<file path="config.mk">
export PLATFORM = sky130hd
export DESIGN_NAME = sdram_aref
export DESIGN_NICKNAME = d
export VERILOG_FILES = /design/src/rtl/sdram_aref.sv
export SDC_FILE = /design/constraint.sdc
export NUM_CORES = 1
export LEC_CHECK = 0
export ABC_AREA = 1
export CAP_MARGIN = 20
export CORE_MARGIN = 5
export CORE_UTILIZATION = 40
export CTS_CLUSTER_DIAMETER = 40
export DETAILED_ROUTE_END_ITERATION = 10
export GPL_ROUTABILITY_DRIVEN = 1
export PLACE_DENSITY = 0.65
export SYNTH_ARGS = -nofsm -noshare
export SYNTH_HDL_FRONTEND = slang
export SYNTH_SLANG_ARGS = --single-unit
</file>
<file path="constraint.sdc">
create_clock -name sys_clk -period 1.7 [get_ports sys_clk]
set_input_delay 0.34 -clock sys_clk [delete_from_list [all_inputs] [get_ports sys_clk]]
set_output_delay 0.34 -clock sys_clk [all_outputs]
set_load 0.01 [all_outputs]
</file>
<file path="src/rtl/sdram_aref.sv">
// SDRAM auto-refresh generator: requests a refresh slot every interval, then issues
// PRECHARGE-ALL followed by REF_NUM AUTO REFRESH commands with tRP/tRFC spacing.
module sdram_aref #(
  parameter int CNT_REF_MAX = 749,
  parameter int TRP_CLK     = 2,
  parameter int TRFC_CLK    = 7,
  parameter int REF_NUM     = 2
) (
  input  logic        sys_clk,
  input  logic        sys_rst_n,
  input  logic        init_end,
  input  logic        aref_en,
  output logic        aref_req,
  output logic        aref_end,
  output logic [3:0]  aref_cmd,
  output logic [1:0]  aref_ba,
  output logic [12:0] aref_addr
);

  localparam int RCW     = (CNT_REF_MAX > 0) ? $clog2(CNT_REF_MAX + 1) : 1;
  localparam int CLK_MAX = (TRP_CLK > TRFC_CLK) ? TRP_CLK : TRFC_CLK;
  localparam int CCW     = (CLK_MAX > 1) ? $clog2(CLK_MAX + 1) : 1;
  localparam int NCW     = $clog2(REF_NUM + 1);

  localparam logic [RCW-1:0] REF_LAST  = RCW'(CNT_REF_MAX);
  localparam logic [CCW-1:0] TRP_LAST  = CCW'(TRP_CLK - 1);
  localparam logic [CCW-1:0] TRFC_LAST = CCW'(TRFC_CLK - 1);
  localparam logic [NCW-1:0] REF_TOTAL = NCW'(REF_NUM);

  localparam logic [2:0] S_IDLE = 3'd0;
  localparam logic [2:0] S_PCHG = 3'd1;
  localparam logic [2:0] S_TRP  = 3'd2;
  localparam logic [2:0] S_AREF = 3'd3;
  localparam logic [2:0] S_TRFC = 3'd4;
  localparam logic [2:0] S_END  = 3'd5;

  localparam logic [3:0] CMD_NOP  = 4'b0111;
  localparam logic [3:0] CMD_PCHG = 4'b0010;
  localparam logic [3:0] CMD_AREF = 4'b0001;

  logic [2:0]     state_q, state_d;
  logic [RCW-1:0] ref_cnt_q, ref_cnt_d;
  logic [CCW-1:0] clk_cnt_q, clk_cnt_d;
  logic [NCW-1:0] ref_num_cnt_q, ref_num_cnt_d;
  logic           aref_req_q, aref_req_d;
  logic           grant;

  assign grant = (state_q == S_IDLE) && aref_en;

  always_comb begin
    ref_cnt_d  = ref_cnt_q;
    aref_req_d = aref_req_q;
    if (!init_end) begin
      ref_cnt_d = '0;
    end else if (ref_cnt_q == REF_LAST) begin
      ref_cnt_d = '0;
    end else begin
      ref_cnt_d = ref_cnt_q + RCW'(1);
    end
    // An interval elapsing on the grant edge wins, so no request is ever lost mid-sequence.
    if (!init_end) begin
      aref_req_d = 1'b0;
    end else if (ref_cnt_q == REF_LAST) begin
      aref_req_d = 1'b1;
    end else if (grant) begin
      aref_req_d = 1'b0;
    end
  end

  always_comb begin
    state_d       = state_q;
    clk_cnt_d     = clk_cnt_q;
    ref_num_cnt_d = ref_num_cnt_q;
    case (state_q)
      S_IDLE: begin
        if (aref_en) state_d = S_PCHG;
      end
      S_PCHG: begin
        state_d   = S_TRP;
        clk_cnt_d = '0;
      end
      S_TRP: begin
        if (clk_cnt_q == TRP_LAST) begin
          clk_cnt_d = '0;
          state_d   = S_AREF;
        end else begin
          clk_cnt_d = clk_cnt_q + CCW'(1);
        end
      end
      S_AREF: begin
        state_d       = S_TRFC;
        clk_cnt_d     = '0;
        ref_num_cnt_d = ref_num_cnt_q + NCW'(1);
      end
      S_TRFC: begin
        if (clk_cnt_q == TRFC_LAST) begin
          clk_cnt_d = '0;
          state_d   = (ref_num_cnt_q < REF_TOTAL) ? S_AREF : S_END;
        end else begin
          clk_cnt_d = clk_cnt_q + CCW'(1);
        end
      end
      S_END: begin
        state_d       = S_IDLE;
        ref_num_cnt_d = '0;
      end
      default: begin
        state_d       = S_IDLE;
        clk_cnt_d     = '0;
        ref_num_cnt_d = '0;
      end
    endcase
  end

  always_ff @(posedge sys_clk or negedge sys_rst_n) begin
    if (!sys_rst_n) begin
      state_q       <= S_IDLE;
      ref_cnt_q     <= '0;
      clk_cnt_q     <= '0;
      ref_num_cnt_q <= '0;
      aref_req_q    <= 1'b0;
    end else begin
      state_q       <= state_d;
      ref_cnt_q     <= ref_cnt_d;
      clk_cnt_q     <= clk_cnt_d;
      ref_num_cnt_q <= ref_num_cnt_d;
      aref_req_q    <= aref_req_d;
    end
  end

  // Command is a pure state decode so reset forces NOP without waiting for a clock.
  always_comb begin
    case (state_q)
      S_PCHG:  aref_cmd = CMD_PCHG;
      S_AREF:  aref_cmd = CMD_AREF;
      default: aref_cmd = CMD_NOP;
    endcase
  end

  assign aref_req  = aref_req_q;
  assign aref_end  = (state_q == S_END);
  assign aref_ba   = 2'b11;
  assign aref_addr = 13'h1fff;

endmodule
</file>
# Yosys cells after proc, flatten, opt, wreduce, memory -nomap -nowiden
# Index checks and enable logic that the tools add are counted.
classes:
  n_addsub: 3
  n_lt_le_gt_ge: 1
  n_eq_ne: 12
  mux: 15
  n_reduce_logical: 5
ops:
  columns: ["cell", "n"]
  rows:
  - ["10-bit two-way mux", 2]
  - ["3-bit two-way mux", 6]
  - ["3-bit case mux with 5 select lines", 1]
  - ["10-bit by 1-bit adder with 10-bit output, second input constant", 1]
  - ["10-bit == test, second input constant", 1]
  - ["3-bit == test, second input constant", 3]
  - ["3-bit case mux with 3 select lines", 1]
  - ["3-bit by 1-bit == test with 1-bit output, second input constant", 2]
  - ["3-bit by 2-bit == test with 1-bit output, second input constant", 2]
  - ["2-bit != test, second input constant", 3]
  - ["3-bit case mux with 2 select lines", 1]
  - ["2-bit case mux with 2 select lines", 1]
  - ["4-bit OR reduction", 1]
  - ["3-bit by 1-bit adder with 3-bit output, second input constant", 1]
  - ["3-bit logical NOT", 1]
  - ["1-bit two-way mux", 3]
  - ["3-bit by 1-bit != test with 1-bit output, second input constant", 1]
  - ["3-bit AND reduction", 1]
  - ["2-bit by 1-bit adder with 2-bit output, second input constant", 1]
  - ["2-bit less-than comparator, second input constant", 1]
  - ["2-bit OR reduction", 1]
  - ["1-bit logical AND", 1]
totals:
  ff_bits: 19
  in_bits: 4
  output_inout_bits: 21
  elab_cells: 41

# Depth between registers and ports, before layout
logic_depth:
  depth_word: 5
  ltp_mapped: 9
  ltp_nobuf: 9

# Worst setup path after synthesis
# OpenSTA, ideal clock, no wires.
synth_path:
  path_kind: "reg-to-reg"
  startpoint: "register ref_cnt_q[1]"
  endpoint: "register ref_cnt_q[6]"
  setup_ps: 119
  arrival_ps: 1045
  required_ps: 1581
  setup_slack_ps: 536
  path_stages_with_launch: 10
  n_path_buf: 0
  synth_period_minus_slack_ps: 1164
  path_cell_list: "dfrtp_1 -> inv_1 -> ha_1 -> nand2_1 -> nor2_1 -> nand3_1 -> nand2_2 -> inv_1 -> nand2_1 -> nor2_1"
synth_between:
  elab_chain_len: 3
  word_cells_on_any_way: 4
  cone_classes: "1 x add/sub; 1 x eq/ne; 2 x mux"
synth_rtl:
  columns: ["item", "line", "rtl"]
  rows:
  - ["start: declaration", "42", "logic [RCW-1:0] ref_cnt_q, ref_cnt_d;"]
  - ["start signal: assignment", "124", "ref_cnt_q <= ref_cnt_d;"]
  - ["10-bit by 1-bit adder with 10-bit output / 10-bit == test (equally long branches)", "58, 55", null]
  - ["10-bit two-way mux *", "55", "end else if (ref_cnt_q == REF_LAST) begin"]
  - ["10-bit two-way mux *", "53", "if (!init_end) begin"]
  - ["net ref_cnt_d[6]", "42", null]
# The timed path passes the listed nets; every way through them passes the cells marked *.
# A chain may end at the register's enable or synchronous reset.

# Worst setup path in the final report
layout_path:
  startpoint: "register state_q[0]"
  endpoint: "output aref_end"
layout_between:
  elab_chain_len: 1
layout_rtl:
  columns: ["item", "line", "rtl"]
  rows:
  - ["start: declaration", "41", "logic [2:0] state_q, state_d;"]
  - ["start signal: assignment", "123", "state_q <= state_d;"]
  - ["3-bit == test", "141", "assign aref_end = (state_q == S_END);"]
  - ["end: declaration", "14", "output logic aref_end,"]
# Every way passes these cells.

==> metrics <==
run status completed; drt wl/cell 11.04 um; overall global routing resource usage 12.03%; CP peak stage delay between 0.4 and 0.5 ns; number of synthesis warnings 0; worst setup margin 0.06056 ns; I/O pin cnt 25; initial antenna violation count 0; Final Setup Violations 0; register area about 480 um2; worst skew pair latency 0.30 ns; Synth area leader dfrtp_1; crit start category flip-flop; DRT antenna net count 0; Setup Crit Path Kind flip-flop to primary output; IO buf count 8; crit-path max FO 4; Final Skew 0.002320 ns; CP max-delay cell dfrtp_2; CTS tree built; CTS root buffer clkbuf_4; worst-path cell chain buf_4, nand2_1, nor2_1, dlygate4sd2_1; Pwr Total 1.566 mW; Sink Count 19; Post-synth ARST share 100.0%; final WL 2318 um; Die Y around 65 um; part of the Yosys area used for sequential elements roughly two fifths; area of the multi-input gates between 500 and 600 um2; GRT Max-Usage Layer met2; MaxCap Viol Count 0; Peak supply drop 1.010 mV; Seq cells post-synth 19; number of global-route vias before repair just under 1000; Post-Synthesis Cells 163; DRC 0; final-stage net count 186; Antenna diodes 0; Hold Vio Cnt, Final 0; first-pass GRT wire length 3974 um; Die X around 65 um; count of cell types in the netlist 20; Final Cycle Share 96.44%; Final HPWL DP 1697 um; Reg clk slew, reported paths 0.12 ns; cts hold-fix bufs 0; Post-synth EDFFs 0; layout cell share with drive strength beyond 1 around 13%; Max Freq 0.6100 GHz; core area 2805 um2; post-synth top area share around 40%; CTS H-tree depth 1; Slew Viols, Final 0; Area growth syn-to-layout 10.32%; RePlAce Congestion 0.9078; DRT Pass-1 Iters 4; top-count cell post-synth nand2_1; synthesized cell area 1200 um2; Post-Place Worst Slack ~0.15 ns; Power Dens Cells 1183 nW/um2; Avg Inst Size Synth about 7.4 um2; leak pwr 0.6705 nW; initial cell density of the core 42.77%; RSZ-0062 raised after global routing no; fill count between 200 and 300; Non-Filler Instances 210; Most used DFF post-synth dfrtp_1; routed vias 966; final worst path period need 1.639 ns; met1 Use GR 14.19%; Final TNS setup 0 ns; number of vias per cell roughly 4.6; Starting DRT DRC Count 31; grt met2 use between 10% and 20%; worst hold path class primary input to asynchronous set/reset pin; TritonCTS Buffers 3; Post-synth top cells 31 x nand2_1, 27 x nor2_1, 22 x inv_1; cell row count 19; CP Capture Type primary output; top post-synthesis cells by area dfrtp_1 40%, buf_4 10%, nand2_1 9.7%; arrival time at the worst endpoint 1.30 ns; Required @ worst endpoint 1.36 ns; largest net degree at the start of global routing 20; total grt overflow 0; Max clock buf depth 2; placed insts approximately 200; die footprint 4195 um2; routing usage on met3 ~5.0%
-- area by class of cell --
cell class / count / area share [%]
inverter: 23 / 6.522
multi-input combinational: 119 / 43.48
clock buffer: 4 / 1.985
timing repair buffer: 14 / 9.074
tap: 31 / 2.930
sequential: 19 / 36.01
-- cell usage in the layout, fill, tap and decap left out, drive strengths merged --
cell | synthesis | final
a21oi | 2 | 2
buf | 16 | 6
clkbuf | 0 | 4
clkdlybuf4s50 | 0 | 4
conb | 2 | 16
dfrtp | 19 | 19
dlygate4sd2 | 0 | 4
ha | 2 | 2
inv | 23 | 23
nand2 | 35 | 35
nand3 | 17 | 17
nor2 | 29 | 29
nor3 | 4 | 4
o211ai | 1 | 1
o21ai | 7 | 7
or2 | 1 | 1
xnor2 | 1 | 1
xor2 | 4 | 4
-- power breakdown --
part / switching [mW] / internal [mW] / leakage (nW) / total, mW
Combinational: 0.442 / 0.288 / 0.400 / 0.730
Sequential: 0.0611 / 0.529 / 0.255 / 0.590
Clock: 0.154 / 0.0915 / 0.0150 / 0.246
-- worst paths after layout --
path,from,to,slack [ns],cells past startpoint
worst min register to register,ref_cnt_q[0],ref_cnt_q[0],0.52,1
worst max register to register,state_q[0],state_q[0],0.33,7
worst min-delay path,sys_rst_n,ref_cnt_q[6],0.35,2
worst max-delay path,state_q[0],aref_end,0.06,4
max in group asynchronous,sys_rst_n,state_q[0],1.12,2
min in group sys_clk,ref_cnt_q[0],ref_cnt_q[0],0.52,1
-- critical path: cells and delay by family, from the launching register on --
family                 cells  cell delay [ns]
buffers and inverters      2             0.43
flip-flops                 1             0.45
AND/OR/NAND/NOR            2             0.11
-- metrics by stage --
stage / instance area, um2 / util, % / hold WS, ns
finish: 1324 / 47.19 / 0.3521
floorplan: 1252 / - / 0.04441
CTS: 1319 / 47.01 / 0.3554
detailed placement: 1259 / 44.87 / 0.5093
global route: 1324 / 47.19 / 0.3673
global placement: 1259 / 44.87 / 0.4987
-- kinds of logic after synthesis --
logic type               Yosys count  synth area share [%]
AND/OR/NAND/NOR                   86                 31.80
buffers and inverters             39                 17.21
flip-flops                        19                 39.62
AO/OA/AOI/OAI                     10                 5.005
XOR/XNOR                           5                 3.649
adder cells (fa/ha/maj)            2                 2.085
other                              2                0.6259
-- timing repair --
item / in CTS / in global routing
setup buffers: 5 / 0
setup endpoints to repair: 4 / 1
cloned: 0 / 0
resized for setup: 5 / 1
-- metal layers --
| metal | routed length (um) | up-vias |
|---|---|---|
| met2 | 1134 | 23 |
| met3 | 138 | 4 |
| met5 | 0 | - |
| met4 | 21 | 0 |
| met1 | 1024 | 441 |
| li1 | - | 498 |
-- registers in the layout (all words and copies together), names as in the netlist --
| signal | flops |
|---|---|
| ref_cnt_q | 10 |
| clk_cnt_q | 3 |
| state_q | 3 |
| ref_num_cnt_q | 2 |
| aref_req | 1 |
No activity file was read; power rests on OpenSTA's default activity.
